### config.mk
export PLATFORM = sky130hd
export DESIGN_NAME = reg_share_ctrl
export DESIGN_NICKNAME = d
export VERILOG_FILES = /design/src/rtl/reg_share_ctrl.sv
export SDC_FILE = /design/constraint.sdc
export NUM_CORES = 1
export LEC_CHECK = 0
export CORE_MARGIN = 3
export CORE_UTILIZATION = 25
export DETAILED_ROUTE_END_ITERATION = 16
export SYNTH_ARGS = -nofsm -noshare
export SYNTH_HDL_FRONTEND = slang
export SYNTH_SLANG_ARGS = --single-unit
export TNS_END_PERCENT = 1
### constraint.sdc
create_clock -name clk -period 7.7 [get_ports clk]
set_input_delay 1.155 -clock clk [delete_from_list [all_inputs] [get_ports clk]]
set_output_delay 1.155 -clock clk [all_outputs]
set_load 0.01 [all_outputs]
### src/rtl/reg_share_ctrl.sv
// Round-robin lease controller for one shared load-enable register (enable high loads, low clears).
// Optional LEASE_EXTEND_EN lets a lone owner renew its lease without a release gap.
module reg_share_ctrl #(
   parameter int NUM_REQ     = 4,
   parameter int DATA_W      = 5,
   parameter int HOLD_CYCLES = 4
) (
   input  logic                      clk,
   input  logic                      reset_n,
   input  logic [NUM_REQ-1:0]        req,
   input  logic [NUM_REQ*DATA_W-1:0] req_data,
   output logic [NUM_REQ-1:0]        grant,
   output logic [NUM_REQ-1:0]        done,
   output logic                      reg_en,
   output logic [DATA_W-1:0]         reg_data,
   output logic                      busy,
   output logic [1:0]                dbg_state
);

   localparam int PTR_W = $clog2(NUM_REQ);
   localparam int CNT_W = $clog2(HOLD_CYCLES + 1);

   localparam logic [1:0] IDLE    = 2'd0;
   localparam logic [1:0] LOAD    = 2'd1;
   localparam logic [1:0] HOLD    = 2'd2;
   localparam logic [1:0] RELEASE = 2'd3;

   localparam logic [CNT_W-1:0] CNT_RELOAD = CNT_W'(HOLD_CYCLES - 1);
   localparam logic [PTR_W-1:0] PTR_INIT   = PTR_W'(NUM_REQ - 1);

   // Handshake: req is a level sampled only in IDLE; grant marks ownership,
   // done pulses once when the lease ends; the owner must hold req for the lease.

   logic [1:0]          state;
   logic [PTR_W-1:0]    ptr;
   logic [CNT_W-1:0]    cnt;
   logic [DATA_W-1:0]   data_q;

   logic [NUM_REQ-1:0]  owner_oh;
   logic                owner_req;
   logic                others_req;
   logic                lease;
   logic                pick_valid;
   logic [PTR_W-1:0]    pick;
   logic [PTR_W-1:0]    idx;
   logic [DATA_W-1:0]   pick_data;

   // ptr doubles as the owner index: it only moves on grant.
   always_comb begin
      owner_oh      = '0;
      owner_oh[ptr] = 1'b1;
   end

   assign owner_req  = |(req & owner_oh);
   assign others_req = |(req & ~owner_oh);

   always_comb begin
      pick_valid = 1'b0;
      pick       = '0;
      idx        = '0;
      for (int k = 1; k <= NUM_REQ; k++) begin
         idx = PTR_W'((int'(ptr) + k) % NUM_REQ);
         if (!pick_valid && req[idx]) begin
            pick_valid = 1'b1;
            pick       = idx;
         end
      end
   end

   assign pick_data = req_data[int'(pick)*DATA_W +: DATA_W];

   always_ff @(posedge clk or negedge reset_n) begin
      if (!reset_n) begin
         state  <= IDLE;
         ptr    <= PTR_INIT;
         cnt    <= '0;
         data_q <= '0;
      end else begin
         case (state)
            IDLE: begin
               if (pick_valid) begin
                  state  <= LOAD;
                  ptr    <= pick;
                  data_q <= pick_data;
                  cnt    <= CNT_RELOAD;
               end
            end
            LOAD: begin
               if (!owner_req || cnt == '0) begin
                  state <= RELEASE;
               end else begin
                  state <= HOLD;
                  cnt   <= cnt - CNT_W'(1);
               end
            end
            HOLD: begin
               if (!owner_req) begin
                  state <= RELEASE;
               end else if (cnt == '0) begin
`ifdef LEASE_EXTEND_EN
                  if (!others_req) begin
                     cnt <= CNT_RELOAD;
                  end else begin
                     state <= RELEASE;
                  end
`else
                  state <= RELEASE;
`endif
               end else begin
                  cnt <= cnt - CNT_W'(1);
               end
            end
            RELEASE: begin
               state <= IDLE;
               cnt   <= '0;
            end
            default: state <= IDLE;
         endcase
      end
   end

   // Outputs decode the registered state, so an async reset clears them at once.
   assign lease     = (state == LOAD) || (state == HOLD);
   assign reg_en    = lease;
   assign grant     = lease ? owner_oh : '0;
   assign reg_data  = lease ? data_q : '0;
   assign done      = (state == RELEASE) ? owner_oh : '0;
   assign busy      = (state != IDLE);
   assign dbg_state = state;

endmodule

==> results of run 1 <==
## per-layer routing
layer  vias to the layer above  track usage  wire length, µm
li1                        730            -                -
met1                       690        0.155             1910
met2                        44        0.196             1910
met3                         4       0.0128              175
met4                         0       0.0322               41
met5                         -            0                0
## sequential cells by signal, indices dropped and copies added (netlist names)
register,cells
data_q,5
dbg_state,2
cnt,3
ptr,2
## power groups by stage
stage	clock network, W	registers, W	logic, W
finish	0.0000707	0.000152	0.000642
global route	0.0000750	0.000162	0.000714
CTS	0.0000719	0.000154	0.000649
detailed placement	0	0.000154	0.000648
global placement	0	0.000154	0.000638
floorplan	0	0.000122	0.000488
## path summary, 6_finish.rpt
check	slack (ns)	from	cells past startpoint	end
min in group asynchronous	1.28	reset_n	1	dbg_state[0]
setup reg to reg	3.62	ptr[0]	9	data_q[4]
max in group asynchronous	6.04	reset_n	1	cnt[0]
hold reg to reg	0.47	cnt[1]	1	cnt[1]
setup / recovery	3.62	ptr[0]	9	data_q[4]
hold / removal	0.47	cnt[1]	1	cnt[1]
## final cells by class
class | count | share of cell area
clock buffer | 4 | 0.0274
timing repair buffer | 42 | 0.209
tap | 72 | 0.0449
sequential | 12 | 0.151
multi-input combinational | 142 | 0.545
inverter | 12 | 0.0224
## through the flow
step / util / area (µm²) / total power (W)
global route: 0.354 / 2010 / 0.000951
detailed placement: 0.344 / 1950 / 0.000802
finish: 0.354 / 2010 / 0.000865
floorplan: - / 1510 / 0.000610
global placement: 0.344 / 1950 / 0.000792
CTS: 0.354 / 2010 / 0.000875
## cells in the mapped netlist, types with 4 or more instances
cell | count | area share
inv_1 | 11 | 0.027
nor2_1 | 16 | 0.040
clkbuf_1 | 7 | 0.017
a21oi_1 | 4 | 0.013
ha_1 | 11 | 0.091
and2_1 | 13 | 0.054
nor3_1 | 9 | 0.030
mux2i_1 | 15 | 0.099
nand2_1 | 6 | 0.015
a2111o_1 | 5 | 0.037
o21ai_0 | 6 | 0.020
nand2b_1 | 8 | 0.033
nor2b_1 | 4 | 0.017
a211oi_1 | 6 | 0.030
a221oi_1 | 10 | 0.058
dfrtp_1 | 10 | 0.17
## logic make-up after synthesis
family	share of synthesized area
compound gates	0.257
xor+xnor	0.00580
fa+ha+maj	0.0911
buf+inv	0.0762
flops	0.200
mux	0.144
simple gates	0.225
==> summary.md, run 1 <==
| Metric | Value |
|---|---|
| Io pins | 43 |
| Sequential-to-total area share from yosys stat | 0.200 |
| Worst Path Buf+Inv | 1 |
| Syn-to-layout area delta | 32.8% |
| CTS H-tree depth | 1 |
| Clk root buf | clkbuf_8 |
| Post-route ant nets | 0 |
| Vias in the first global route | 1431 |
| Slowest CP cell | dfstp_2 |
| Final setup margin | 3.62 ns |
| Clock power frac | 0.082 |
| Critical Path End Type | register |
| Post-DP HPWL | 3110 µm |
| Hold WC Path Type | reg -> reg |
| Required @ worst endpoint | 7.83 ns |
| Die area | 7010 µm² |
| Chip height | 83.8 µm |
| Remaining global-route overflow | 0 |
| Initial antenna violation count | 0 |
| Multi-input gate area | 1090 µm² |
| Crit path cell chain | inv_1 -> ha_1 -> mux2_2 -> o2bb2ai_1 -> nor2b_2 -> nor2b_1 -> nor2_1 -> a2111o_1 -> o221a_1 |
| Cells after DPL | 280 |
| Final Hold Viols | 0 |
| P per Cell Area | 431 nW/µm² |
| FMAX | 0.245 GHz |
| Max cap viols | 0 |
| DR vias/cell | 5.17 |
| Fin crit share | 0.530 |
| Total negative slack | 0 ns |
| Slew HR | 0.594 |
| Initial Util | 0.266 |
| Die span in x | 83.8 µm |
| Post-CTS Setup Inserts | 0 |
| Syn avg cell area | 8.49 µm² |
| Sw Ratio | 0.464 |
| RSZ-0062 raised after global routing | false |
| Row count | 27 |
| CP arrival | 4.21 ns |
| Slew @ Worst Pin | 0.606 ns |
| Fill cells | 587 |
| Worst skew pair latency | 0.24 ns |
| Mapped cell area | 1510 µm² |
| Commonest non-fill, non-tap cell in the layout | clkdlybuf4s50_1 |
| Final Max Tran Viols | 0 |
| Comb pwr share | 0.742 |
| Syn_nets | 215 |
| Gpl congestion | 0.838 |
| Register Area | 303 µm² |
| Min Tclk post-route | 4.08 ns |
| Starting DRT DRC Count | 91 |
| Post-synth top flop | dfrtp_1 |
| Syn. warnings | 0 |
| EDFF count, synth | 0 |
| Bufs on Longest Clock Path | 2 |
| Max incr delay on CP | 0.92 ns |
| Pre-Repair DR Iteration Count | 5 |
| Layout Cells excl Fill | 284 |
| Leak | 0.802 nW |
| Setup Viol. Count Final | 0 |
| NetSw | 0.000402 W |
| Post-synth ARST share | 1.00 |
| Pre-CTS WS | 3.63 ns |
| Outcome | completed |
| Clk_skew | 0.00115 ns |
| P_int | 0.000463 W |
| I/O Buffers | 42 |
| Hold buffer count at cts | 0 |
| Crit path kind | reg -> reg |
| Syn Inst Count | 178 |
| WL per Instance | 14.2 µm |
| Crit-path leading delay family | flip-flops |
| Quantity of gates resized following cts | 0 |
| Worst Setup Start Kind | register |
| Global-route wire length before repair | 6880 µm |
| CTS tree | yes |
| Clk sink count | 12 |
| Core Box Area | 5680 µm² |
| Ratio of cells with drive above 1 in the final layout | 0.0660 |
| Synthesized flop and latch total | 12 |
| Tot GR Track Use | 0.116 |
| Commonest cells after routing, fill and taps aside | clkdlybuf4s50_1 (42), nor2_1 (16), mux2i_1 (15) |
| Clk pin slew, worst setup/hold paths | 0.06 ns |
| Critical Path Fanout Max | 31 |
| # diodes | 0 |
| Via count | 1468 |
| Sequential share of power | 0.176 |
| Hold slack | 0.472 ns |
| Final net count | 250 |
| Remaining DRCs | 0 |
| Synth cell types | 43 |
| Largest net degree at the start of global routing | 32 |
| Peak supply drop | 0.000156 V |
| Post-Route WL | 4040 µm |
| TritonCTS Buffers | 3 |
Note: power is estimated with default switching activity, not from simulation.
==> inputs of run 2 (changes only) <==
==> constraint.sdc (replaced) <==
create_clock -name clk -period 3.6 [get_ports clk]
set_input_delay 0.54 -clock clk [delete_from_list [all_inputs] [get_ports clk]]
set_output_delay 0.54 -clock clk [all_outputs]
set_load 0.01 [all_outputs]
==> summary.md, run 2 (synthesis results as in run 1) <==
| Metric | Value |
|---|---|
| Outcome | completed |
| Largest net degree at the start of global routing | 31 (-3.1%) |
| DR vias/cell | 5.00 (-3.2%) |
| Core Box Area | 5680 µm² (unchanged) |
| Hold WC Path Type | reg -> reg |
| Clk root buf | clkbuf_8 |
| Initial antenna violation count | 0 (unchanged) |
| Slew HR | 0.602 (+0.00793) |
| Final Max Tran Viols | 0 (unchanged) |
| Ratio of cells with drive above 1 in the final layout | 0.0833 (+0.0173) |
| CP arrival | 3.29 ns (-0.92 ns) |
| Fill cells | 601 (+2.4%) |
| P per Cell Area | 928 nW/µm² (+120%) |
| Bufs on Longest Clock Path | 2 (unchanged) |
| Required @ worst endpoint | 3.72 ns (-4.11 ns) |
| Setup Viol. Count Final | 0 (unchanged) |
| Post-CTS Setup Inserts | 0 (unchanged) |
| Fin crit share | 0.880 (+0.350) |
| Cells after DPL | 284 (+1.4%) |
| Largest regs | data_q: 5 flops, cnt: 3 flops |
| Post-DP Area | 1980 µm² (+1.5%) |
| Clk pin slew, worst setup/hold paths | 0.06 ns (about the same) |
| Clk_skew | 0.00388 ns (+0.00273 ns) |
| Slew @ Worst Pin | 0.590 ns (-0.0154 ns) |
| Peak supply drop | 0.000287 V (+84%) |
| Remaining global-route overflow | 0 (unchanged) |
| Worst skew pair latency | 0.24 ns (about the same) |
| Critical Path End Type | register |
| Row count | 27 (unchanged) |
| CTS tree | yes |
| Global-route wire length before repair | 6710 µm (-2.4%) |
| Leak | 0.822 nW (+2.4%) |
| Pre-CTS WS | 0.400 ns (-3.23 ns) |
| Die area | 7010 µm² (unchanged) |
| Via count | 1441 (-1.8%) |
| Final net count | 254 (+1.6%) |
| Die span in x | 83.8 µm (unchanged) |
| FMAX | 0.316 GHz (+29%) |
| Min Tclk post-route | 3.17 ns (-0.914 ns) |
| Total negative slack | 0 ns (unchanged) |
| Worst Setup Start Kind | register |
| Quantity of gates resized following cts | 0 (unchanged) |
| Tot GR Track Use | 0.112 (-0.00365) |
| Initial Util | 0.266 (unchanged) |
| WL per Instance | 13.7 µm (-3.5%) |
| Critical Path Fanout Max | 14 (-55%) |
| Io pins | 43 (unchanged) |
| Gpl congestion | 0.852 (+1.7%) |
| Most flop-heavy register | data_q |
| Layout Cells excl Fill | 288 (+1.4%) |
| I/O Buffers | 42 (unchanged) |
| Pre-Repair DR Iteration Count | 4 (-1) |
| Final setup margin | 0.432 ns (-3.19 ns) |
| # diodes | 0 (unchanged) |
| Final Hold Viols | 0 (unchanged) |
| Overall power | 0.00189 W (+120%) |
| Post-route ant nets | 0 (unchanged) |
| Clk sink count | 12 (unchanged) |
| Crit path kind | reg -> reg |
| Post-DP HPWL | 3070 µm (-1.5%) |
| Hold buffer count at cts | 0 (unchanged) |
| Chip height | 83.8 µm (unchanged) |
| Commonest cells after routing, fill and taps aside | clkdlybuf4s50_1 (42), nor2_1 (16), mux2i_1 (15) |
| TritonCTS Buffers | 3 (unchanged) |
| Remaining DRCs | 0 (unchanged) |
| Commonest non-fill, non-tap cell in the layout | clkdlybuf4s50_1 |
| CTS H-tree depth | 1 (unchanged) |
| RSZ-0062 raised after global routing | false |
| Largest register FFs | 5 (unchanged) |
| Max cap viols | 0 (unchanged) |
| Final instance area | 2040 µm² (+1.5%) |
| Starting DRT DRC Count | 66 (-27%) |
| Vias in the first global route | 1448 (+1.2%) |
| Syn-to-layout area delta | 34.8% |
| Post-Route WL | 3950 µm (-2.1%) |
[run 2: cell count changes in the layout (fill, tap and decap cells not counted)]
cell,before,now
buf_4,0,4
[run 2: per-layer routing]
layer,wire [µm],global-route usage,vias up
met1,1960,0.150,673
met2,1800,0.187,32
li1,-,-,732
met4,46,0.0322,0
met5,0,0,-
met3,140,0.0158,4
[run 2: critical path, stage by stage, from the launching register on]
cell       delay (ns)
dfstp_2          0.52
inv_1            0.22
ha_1             0.51
mux2_2           0.37
o2bb2ai_1        0.18
nor2b_2          0.44
buf_4            0.22
mux2i_1          0.19
a211oi_1         0.09
a2111o_1         0.30
[run 2: layout make-up]
class	instances	area, µm²	share of cell area
clock buffers	4	55.1	0.0270
inverters	12	45.0	0.0221
multi-input cells	142	1090	0.537
flip-flops and latches	12	303	0.149
well taps	72	90.1	0.0442
repair buffers	46	450	0.221
[run 2: worst paths after layout]
| path | from | end | slack, ns | cells after the start |
|---|---|---|---|---|
| setup reg to reg | ptr[0] | data_q[1] | 0.43 | 9 |
| min in group asynchronous | reset_n | data_q[3] | 0.65 | 1 |
| hold reg to reg | cnt[2] | cnt[2] | 0.47 | 2 |
| max in group asynchronous | reset_n | ptr[1] | 2.58 | 1 |
| hold / removal | cnt[2] | cnt[2] | 0.47 | 2 |
| setup / recovery | ptr[0] | data_q[1] | 0.43 | 9 |
[run 2: per-stage QoR]
step,utilization,hold WS [ns]
floorplan,-,0.244
global placement,0.349,0.457
detailed placement,0.349,0.461
CTS,0.359,0.474
global route,0.359,0.508
finish,0.359,0.469
[run 2: power breakdown]
part / switching, W / internal, W / total (W)
clock: 0.0000526 / 0.0000967 / 0.000149
combinational: 0.000761 / 0.000709 / 0.00147
sequential: 0.0000542 / 0.000217 / 0.000271
